## src/rtl/ofdm_rx_seq.sv

```systemverilog
// ---------------------------------------------------------------------------
// ofdm_rx_seq -- receive sequencer for one OFDM symbol.
//
// Sequence: capture_done -> fft_start ... fft_done -> dem_start ...
// dem_finish -> dem_clear, then back to idle. A successfully decoded frame is
// parked in frame_data behind a valid/ack handshake with the host. Both wait
// stages are guarded by a watchdog that aborts after TIMEOUT cycles.
//
// The FFT-result BSRAM port is shared: the FFT engine writes it, the
// demodulator reads it, and only the current owner's controls reach the RAM.
//
// Ports
//   clk, rst_n                      clock, async active-low reset
//   capture_done                    1-cycle pulse: sample buffer full
//   fft_start / fft_done            FFT engine start pulse / done pulse
//   dem_start                       demodulator start pulse
//   dem_finish, dem_success,        demodulator result (level, held until
//   dem_res[95:0]                   dem_clear)
//   dem_clear                       1-cycle pulse clearing dem_finish
//   fft_ce, fft_oce, fft_ad[10:0]   FFT engine BSRAM controls
//   dem_ce, dem_oce, dem_ad[10:0]   demodulator BSRAM controls
//   ram_ce, ram_oce, ram_ad[10:0]   muxed BSRAM controls
//   busy                            sequencer not idle
//   frame_valid, frame_data[95:0]   last good frame, unacknowledged
//   frame_ack                       host consumes frame
//   overrun                         sticky: good frame overwrote unacked one
//   timeout_err                     1-cycle pulse on watchdog abort
//   frame_cnt, err_cnt [TW-1:0]     saturating good-frame / error counters
// ---------------------------------------------------------------------------
module ofdm_rx_seq #(
  parameter int unsigned TIMEOUT = 4096,
  parameter int unsigned TW      = 16
) (
  input  logic          clk,
  input  logic          rst_n,
  input  logic          capture_done,
  output logic          fft_start,
  input  logic          fft_done,
  output logic          dem_start,
  input  logic          dem_finish,
  input  logic          dem_success,
  input  logic [95:0]   dem_res,
  output logic          dem_clear,
  input  logic          fft_ce,
  input  logic          fft_oce,
  input  logic [10:0]   fft_ad,
  input  logic          dem_ce,
  input  logic          dem_oce,
  input  logic [10:0]   dem_ad,
  output logic          ram_ce,
  output logic          ram_oce,
  output logic [10:0]   ram_ad,
  output logic          busy,
  output logic          frame_valid,
  output logic [95:0]   frame_data,
  input  logic          frame_ack,
  output logic          overrun,
  output logic          timeout_err,
  output logic [TW-1:0] frame_cnt,
  output logic [TW-1:0] err_cnt
);

  typedef enum logic [1:0] {IDLE, FFT_WAIT, DEM_WAIT, DEM_DONE} state_e;
  typedef enum logic {OWN_FFT, OWN_DEM} owner_e;

  localparam logic [TW-1:0] WD_LAST = TW'(TIMEOUT - 1);
  localparam logic [TW-1:0] CNT_MAX = '1;

  state_e        state_q, state_d;
  owner_e        owner_q, owner_d;
  logic [TW-1:0] wd_q, wd_d;
  logic          fft_start_q, fft_start_d;
  logic          dem_start_q, dem_start_d;
  logic          dem_clear_q, dem_clear_d;
  logic          timeout_q, timeout_d;
  logic          frame_valid_q, frame_valid_d;
  logic [95:0]   frame_data_q, frame_data_d;
  logic          overrun_q, overrun_d;
  logic [TW-1:0] frame_cnt_q, frame_cnt_d;
  logic [TW-1:0] err_cnt_q, err_cnt_d;

  logic good_frame;
  logic err_event;

  // Next-state and output logic.
  always_comb begin
    // NOTE: every variable gets a default first so no path leaves it
    // unassigned; otherwise synthesis infers a latch to hold the old value.
    state_d       = state_q;
    owner_d       = owner_q;
    wd_d          = wd_q;
    fft_start_d   = 1'b0;
    dem_start_d   = 1'b0;
    dem_clear_d   = 1'b0;
    timeout_d     = 1'b0;
    frame_valid_d = frame_valid_q;
    frame_data_d  = frame_data_q;
    overrun_d     = overrun_q;
    frame_cnt_d   = frame_cnt_q;
    err_cnt_d     = err_cnt_q;
    good_frame    = 1'b0;
    err_event     = 1'b0;

    unique case (state_q)
      IDLE: begin
        if (capture_done) begin
          state_d     = FFT_WAIT;
          fft_start_d = 1'b1;
          wd_d        = '0;
          owner_d     = OWN_FFT;
        end
      end
      FFT_WAIT: begin
        // A done arriving on the expiry cycle wins over the abort.
        if (fft_done) begin
          state_d     = DEM_WAIT;
          dem_start_d = 1'b1;
          owner_d     = OWN_DEM;
          wd_d        = '0;
        end else if (wd_q == WD_LAST) begin
          state_d     = IDLE;
          owner_d     = OWN_FFT;
          timeout_d   = 1'b1;
          dem_clear_d = 1'b1;
          err_event   = 1'b1;
        end else begin
          wd_d = wd_q + TW'(1);
        end
      end
      DEM_WAIT: begin
        if (dem_finish) begin
          state_d     = DEM_DONE;
          dem_clear_d = 1'b1;
          good_frame  = dem_success;
          err_event   = !dem_success;
        end else if (wd_q == WD_LAST) begin
          state_d     = IDLE;
          owner_d     = OWN_FFT;
          timeout_d   = 1'b1;
          dem_clear_d = 1'b1;
          err_event   = 1'b1;
        end else begin
          wd_d = wd_q + TW'(1);
        end
      end
      DEM_DONE: begin
        state_d = IDLE;
        owner_d = OWN_FFT;
      end
      default: begin
        state_d = IDLE;
        owner_d = OWN_FFT;
      end
    endcase

    // Host handshake. An ack landing with a new frame consumes the old one,
    // so the new frame is not an overrun.
    if (good_frame) begin
      frame_data_d  = dem_res;
      frame_valid_d = 1'b1;
      if (frame_valid_q && !frame_ack) begin
        overrun_d = 1'b1;
      end else if (frame_valid_q && frame_ack) begin
        overrun_d = 1'b0;
      end
      if (frame_cnt_q != CNT_MAX) begin
        frame_cnt_d = frame_cnt_q + TW'(1);
      end
    end else if (frame_ack && frame_valid_q) begin
      frame_valid_d = 1'b0;
      overrun_d     = 1'b0;
    end

    if (err_event && (err_cnt_q != CNT_MAX)) begin
      err_cnt_d = err_cnt_q + TW'(1);
    end
  end

  // State register.
  always_ff @(posedge clk or negedge rst_n) begin
    if (!rst_n) begin
      state_q       <= IDLE;
      owner_q       <= OWN_FFT;
      wd_q          <= '0;
      fft_start_q   <= 1'b0;
      dem_start_q   <= 1'b0;
      dem_clear_q   <= 1'b0;
      timeout_q     <= 1'b0;
      frame_valid_q <= 1'b0;
      frame_data_q  <= '0;
      overrun_q     <= 1'b0;
      frame_cnt_q   <= '0;
      err_cnt_q     <= '0;
    end else begin
      // NOTE: non-blocking assignments so every register samples the values
      // from before this edge, independent of statement order.
      state_q       <= state_d;
      owner_q       <= owner_d;
      wd_q          <= wd_d;
      fft_start_q   <= fft_start_d;
      dem_start_q   <= dem_start_d;
      dem_clear_q   <= dem_clear_d;
      timeout_q     <= timeout_d;
      frame_valid_q <= frame_valid_d;
      frame_data_q  <= frame_data_d;
      overrun_q     <= overrun_d;
      frame_cnt_q   <= frame_cnt_d;
      err_cnt_q     <= err_cnt_d;
    end
  end

  // BSRAM port mux: purely combinational on the owner register so the
  // non-owner can never glitch the RAM controls.
  assign ram_ce  = (owner_q == OWN_DEM) ? dem_ce  : fft_ce;
  assign ram_oce = (owner_q == OWN_DEM) ? dem_oce : fft_oce;
  assign ram_ad  = (owner_q == OWN_DEM) ? dem_ad  : fft_ad;

  assign fft_start   = fft_start_q;
  assign dem_start   = dem_start_q;
  assign dem_clear   = dem_clear_q;
  assign timeout_err = timeout_q;
  assign busy        = (state_q != IDLE);
  assign frame_valid = frame_valid_q;
  assign frame_data  = frame_data_q;
  assign overrun     = overrun_q;
  assign frame_cnt   = frame_cnt_q;
  assign err_cnt     = err_cnt_q;

endmodule

```

## config.mk

```make
export PLATFORM = sky130hd
export DESIGN_NAME = ofdm_rx_seq
export DESIGN_NICKNAME = d
export VERILOG_FILES = /design/src/rtl/ofdm_rx_seq.sv
export SDC_FILE = /design/constraint.sdc
export NUM_CORES = 1
export LEC_CHECK = 0
export CAP_MARGIN = 10
export CORE_UTILIZATION = 46
export CTS_CLUSTER_DIAMETER = 150
export CTS_CLUSTER_SIZE = 12
export DETAILED_ROUTE_END_ITERATION = 7
export PLACE_DENSITY = 0.93
export SLEW_MARGIN = 15
export SYNTH_ARGS = -nofsm -noshare
export SYNTH_HDL_FRONTEND = slang
export SYNTH_SLANG_ARGS = --single-unit
```

## constraint.sdc

```tcl
create_clock -name clk -period 8.1 [get_ports clk]
set_clock_uncertainty 0.05 [all_clocks]
set_input_delay 1.62 -clock clk [delete_from_list [all_inputs] [get_ports clk]]
set_output_delay 1.62 -clock clk [all_outputs]
set_load 0.02 [all_outputs]
```

==> results.json, run 1 <==
{
  "synth.area.mux_share_pct": 2.75,
  "yosysTopAreaCell": "dfrtp_1",
  "synth_top_family_by_area": "simple AND/OR/NAND/NOR gates",
  "die_height_um": 122,
  "async_reset_ff_share_pct": 100,
  "dieWidth_um": 122,
  "crit_chain": "clkdlybuf4s50_1 -> mux2_2 -> clkdlybuf4s50_1",
  "tritoncts": "done",
  "top_usage_layer": "met2",
  "sw_frac_of_total_pct": 35.7,
  "hold_class": "flip-flop to flip-flop",
  "fin_crit_sh_pct": 55.9,
  "yosys.area_share.simple_pct": 27.3,
  "use_met3_pct": 6.13,
  "fillerInstances": 953,
  "crit_slowest_cell": "clkdlybuf4s50_1",
  "use_met2_pct": 44.8,
  "hold_path_startpoint": "frame_data[74]$_DFFE_PN0P_",
  "dp_worst_setup_slack_ns": 3.57,
  "stdcell_count": 1163,
  "fin_nets": 1107,
  "ctsHoldBuffers": 0,
  "pwr-share-clk_pct": 24.2,
  "antenna_found_initial": 0,
  "status": "complete, no violations",
  "arrival_ns": 2.86,
  "p_int_w": 0.00210,
  "crit_start": "dem_ad[8]",
  "start_util_pct": 47.4,
  "vias": 5900,
  "rsz0062_at_grt": "no",
  "hpwl_mm": 12.9,
  "die_area_mm2": 0.0149,
  "first_pass_iters": 4,
  "io_pins": 277,
  "clock-sinks": 153,
  "finalWorstSetupSlack_ns": 3.57,
  "clk-insertion-delay-late_ns": 0.41,
  "clk_pin_slew_worst_paths_ns": 0.05,
  "vias_per_cell": 5.07,
  "maxSlewHeadroom_pct": 27.4,
  "crit_fanout": 1,
  "synth_flop_cell": "dfrtp_1",
  "grt_max_degree": 100,
  "dp_cells": 1132,
  "min_period_ns": 4.53,
  "crit_required_ns": 6.43,
  "gr-usage-met1_pct": 29.3,
  "r2r_start": "wd_q[12]$_DFFE_PN0P_",
  "drc": 0,
  "cts_buffer_depth": 2,
  "n_antenna_cell": 0,
  "tightest_slew_ns": 1.09,
  "grt_overflow_total": 0,
  "syn_area_per_cell_um2": 9.41,
  "drv_cap": 0,
  "cp-end-kind": "output port",
  "drtIter0Drc": 372,
  "crit_top_cell": "clkdlybuf4s50_1",
  "crit_type": "primary input to output port",
  "track_usage_pct": 25.3,
  "synth_edf_count": 0,
  "tns_ns": 0,
  "synth_top_cell_area_share_pct": 57.7,
  "wl_per_cell_um": 16.0,
  "drive_gt1_share_pct": 5.70,
  "timing.fmax_mhz": 221,
  "post_cts_buffers": 0,
  "synth_fa_ha_area_share_pct": 1.32,
  "gp_congestion": 0.809,
  "grt_pass1_vias": 5805,
  "finalHoldViolCount": 0,
  "p_per_area_mw_per_mm2": 323,
  "synth-xor-area-share_pct": 5.15,
  "slowest_delay_ns": 0.54,
  "cts_resized": 0,
  "p_seq_share_pct": 35.3,
  "htreeDepth": 4,
  "portBuffers": 276,
  "cts-root-buf": "clkbuf_16",
  "synth_warnings": 0,
  "final_antenna_net_count": 0,
  "synth-seq-cells": 153,
  "utilization_pct": 72.4,
  "setup_viol": 0,
  "cts_buffers": 17,
  "grt_pass1_wl_mm": 28.8,
  "syn_inst": 705,
  "p_sw_w": 0.00117,
  "core_area_mm2": 0.0140,
  "p_leak_nw": 4.69,
  "synth_compound_area_share_pct": 3.23,
  "maxSlewViolCount": 0,
  "synth_cell_types": 46,
  "syn-num-nets": 841,
  "ys_seq_area_share_pct": 57.7,
  "fp-row-count": 43,
  "ir_drop_mv": 0.153,
  "pwr-share-comb_pct": 40.5,
  "worstSetupStartpointType": "primary input",
  "synth.area.top_cells": "dfrtp_1 58%, nand2_1 17%, xnor2_1 3.7%",
  "area_growth_pct": 52.6,
  "netlist_area_mm2": 0.00663,
  "routed_wl_mm": 18.6
}
-- cell usage in the layout, fill, tap and decap left out, drive strengths merged, types with 5 or more instances in the layout --
master and instances:
xor2 11, nand3 17, o21ai 13, ha 7, mux2 15, xnor2 28, and3 10, dfrtp 153
and4 5, nor4 7, clkbuf 21, nor3 6, clkinv 5, or3 6, clkdlybuf4s50 275, and2 5
nor2 24, nand4 16, nand2 306, nor2b 5, inv 10
-- sequential cells by signal (all words and copies together), names as in the netlist, named ones only --
name and count:
timeout_err 1, err_cnt 16, frame_cnt 16, owner_q 1, fft_start 1, frame_valid 1
dem_start 1, dem_clear 1, wd_q 16, state_q 2, frame_data 96
-- cell usage after synthesis (7+ instances only) --
master,count
nand3_1,17
nor2_1,24
nand4_1,16
xor2_1,11
and3_1,10
inv_1,10
xnor2_1,28
nand2_1,306
dfrtp_1,153
ha_1,7
o21ai_0,12
mux2_2,14
clkbuf_1,27
-- cell families (layout without fill, tap and decap cells) --
logic type | after synthesis | after routing
mux | 16 | 16
xor+xnor | 39 | 39
fa+ha+maj | 7 | 7
buf+inv | 41 | 319
flops | 153 | 153
compound gates | 31 | 31
simple gates | 418 | 418
-- per-layer routing --
metal  wire length, µm  part of all wire [%]  vias up
met1              7200                    39     2823
li1                  -                     -     2826
met3              1200                   6.5       28
met2              9790                    53      223
met5                 0                     0        -
met4               399                   2.1        0
-- power by group through the flow --
stage               registers, W  clock network [W]  logic (W)
detailed placement       0.00117                  0    0.00133
floorplan                0.00144                  0   0.000345
finish                   0.00116           0.000791    0.00133
global placement         0.00115                  0    0.00129
CTS                      0.00115           0.000798    0.00134
global route             0.00118           0.000837    0.00143
-- critical path: cells and delay by family --
kind	cells	cell delay, ns
multiplexers	1	0.28
buffers and inverters	2	0.95
-- final cells by class --
cell class	instances	area (µm²)	share of cell area (%)
sequential	153	3830	37.8
clock buffer	21	480	4.75
tap	180	225	2.23
inverter	10	37.5	0.371
clock inverter	10	119	1.17
timing repair buffer	278	2780	27.5
multi-input combinational	511	2650	26.2
-- path summary, 6_finish.rpt --
kind	end	slack, ns	cells after the start
worst max-delay path	ram_ad[8]	3.57	3
worst min-delay path	frame_data[74]$_DFFE_PN0P_	0.42	2
worst max register to register	err_cnt[1]$_DFFE_PN0P_	4.95	5
worst min register to register	frame_data[74]$_DFFE_PN0P_	0.42	2
max in group asynchronous	frame_data[18]$_DFFE_PN0P_	5.42	2
min in group asynchronous	wd_q[0]$_DFFE_PN0P_	1.16	1
-- stage by stage --
| step | power [W] | instance area (µm²) | hold WS (ns) |
|---|---|---|---|
| after floorplan | 0.00179 | 6630 | 0.440 |
| after global placement | 0.00244 | 9520 | 0.406 |
| after detailed placement | 0.00249 | 9520 | 0.412 |
| after CTS | 0.00329 | 10100 | 0.426 |
| after global routing | 0.00345 | 10100 | 0.442 |
| final | 0.00327 | 10100 | 0.422 |
(Power assumes the default switching activity.)
==> run 2, diff against run 1 <==
--- a/config.mk
+++ b/config.mk
@@ -6,11 +6,11 @@
 export NUM_CORES = 1
 export LEC_CHECK = 0
 export CAP_MARGIN = 10
-export CORE_UTILIZATION = 46
+export CORE_UTILIZATION = 39
 export CTS_CLUSTER_DIAMETER = 150
 export CTS_CLUSTER_SIZE = 12
 export DETAILED_ROUTE_END_ITERATION = 7
-export PLACE_DENSITY = 0.93
+export PLACE_DENSITY = 0.85
 export SLEW_MARGIN = 15
 export SYNTH_ARGS = -nofsm -noshare
 export SYNTH_HDL_FRONTEND = slang
==> constraint.sdc (replaced) <==
create_clock -name clk -period 3.8 [get_ports clk]
set_clock_uncertainty 0.05 [all_clocks]
set_input_delay 0.76 -clock clk [delete_from_list [all_inputs] [get_ports clk]]
set_output_delay 0.76 -clock clk [all_outputs]
set_load 0.02 [all_outputs]
==> results.json, run 2 (synthesis results as in run 1) <==
{
  "status": "complete, no violations",
  "p_leak_nw": 4.74,
  "maxSlewViolCount": 0,
  "p_per_area_mw_per_mm2": 683,
  "utilization_pct": 61.9,
  "grt_pass1_vias": 5700,
  "worstSetupStartpointType": "flip-flop",
  "arrival_ns": 2.09,
  "die_height_um": 132,
  "rrSetupSlack_ns": 1.09,
  "crit_type": "flip-flop to output port",
  "largest_reg_flops": 96,
  "ctsHoldBuffers": 0,
  "drtIter0Drc": 256,
  "r2r-end": "err_cnt[1]$_DFFE_PN0P_",
  "cts_buffers": 17,
  "crit_fanout": 15,
  "layout_commonest_cell": "nand2_1",
  "track_usage_pct": 20.2,
  "portBuffers": 276,
  "gp_congestion": 0.820,
  "clk_pin_slew_worst_paths_ns": 0.06,
  "cts-root-buf": "clkbuf_16",
  "fin_nets": 1112,
  "vias_per_cell": 4.81,
  "fp-row-count": 47,
  "area_growth_pct": 54.7,
  "antenna_found_initial": 0,
  "r2r_cells": 6,
  "clk-insertion-delay-late_ns": 0.41,
  "setup_viol": 0,
  "ir_drop_mv": 0.312,
  "drc": 0,
  "routed_wl_mm": 17.2,
  "grt_max_degree": 72,
  "fin_area_mm2": 0.0103,
  "first_pass_iters": 5,
  "final_antenna_net_count": 0,
  "hpwl_mm": 12.2,
  "grt_pass1_wl_mm": 28.1,
  "hold_class": "primary input to async pin",
  "place_area_mm2": 0.00963,
  "final_cell_mix": "306 x nand2_1, 275 x clkdlybuf4s50_1, 153 x dfrtp_1",
  "post_cts_buffers": 0,
  "min_period_ns": 2.90,
  "start_util_pct": 40.0,
  "drv_cap": 0,
  "core_area_mm2": 0.0166,
  "grt_overflow_total": 0,
  "die_area_mm2": 0.0175,
  "finalHoldViolCount": 0,
  "maxSlewHeadroom_pct": 43.2,
  "vias": 5820,
  "htreeDepth": 4,
  "cts_resized": 0,
  "tritoncts": "done",
  "tns_ns": 0,
  "fin_crit_sh_pct": 76.3,
  "tightest_slew_ns": 0.845,
  "clock-sinks": 153,
  "cts_buffer_depth": 2,
  "r2r_start": "wd_q[13]$_DFFE_PN0P_",
  "timing.fmax_mhz": 345,
  "p_total_w": 0.00701,
  "drive_gt1_share_pct": 6.27,
  "cp-end-kind": "output port",
  "rsz0062_at_grt": "no",
  "n_antenna_cell": 0,
  "crit_required_ns": 2.99,
  "dieWidth_um": 132,
  "dp_cells": 1177,
  "stdcell_count": 1209,
  "wl_per_cell_um": 14.2,
  "io_pins": 277
}
run 2: worst max path at each step:
stage	startpoint	to	slack, ns	depth (start not counted)
floorplan	wd_q[12]$_DFFE_PN0P_	err_cnt[1]$_DFFE_PN0P_	1.27	6
detailed placement	dem_finish	wd_q[14]$_DFFE_PN0P_	0.70	5
global route	owner_q$_DFFE_PN0P_	ram_ad[3]	0.79	2
CTS	owner_q$_DFFE_PN0P_	ram_ad[3]	0.87	2
global placement	dem_finish	wd_q[14]$_DFFE_PN0P_	0.82	5
finish	owner_q$_DFFE_PN0P_	ram_ad[3]	0.90	2
run 2: worst max-delay path: stages, from the launching register on:
cell and delay [ns]:
dfrtp_1 0.71, mux2_2 0.40, clkdlybuf4s50_1 0.56
run 2: per-stage QoR:
stage | hold WS (ns) | setup slack, ns
CTS | 0.319 | 0.868
floorplan | 0.414 | 1.27
global route | 0.343 | 0.793
finish | 0.302 | 0.900
global placement | 0.407 | 0.816
detailed placement | 0.411 | 0.697
run 2: area by class of cell:
class / instances / area, µm²
fill: 1312 / 6320
sequential: 153 / 3830
clock buffer: 20 / 467
inverter: 10 / 37.5
clock inverter: 12 / 163
tap: 220 / 275
timing repair buffer: 283 / 2840
multi-input combinational: 511 / 2650
run 2: power by group:
part / internal, W / switching [W]
clock: 0.00109 / 0.000675
combinational: 0.00132 / 0.00148
sequential: 0.00215 / 0.000299
total: 0.00456 / 0.00245
run 2: metal layers:
metal  vias to the layer above  share of wire (%)  global-route usage [%]
met1                      2726                 43                    25.6
met3                        34                5.7                    4.21
met2                       222                 49                    33.9
li1                       2838                  -                       -
met5                         -                  0                       0
met4                         0                2.2                    7.60
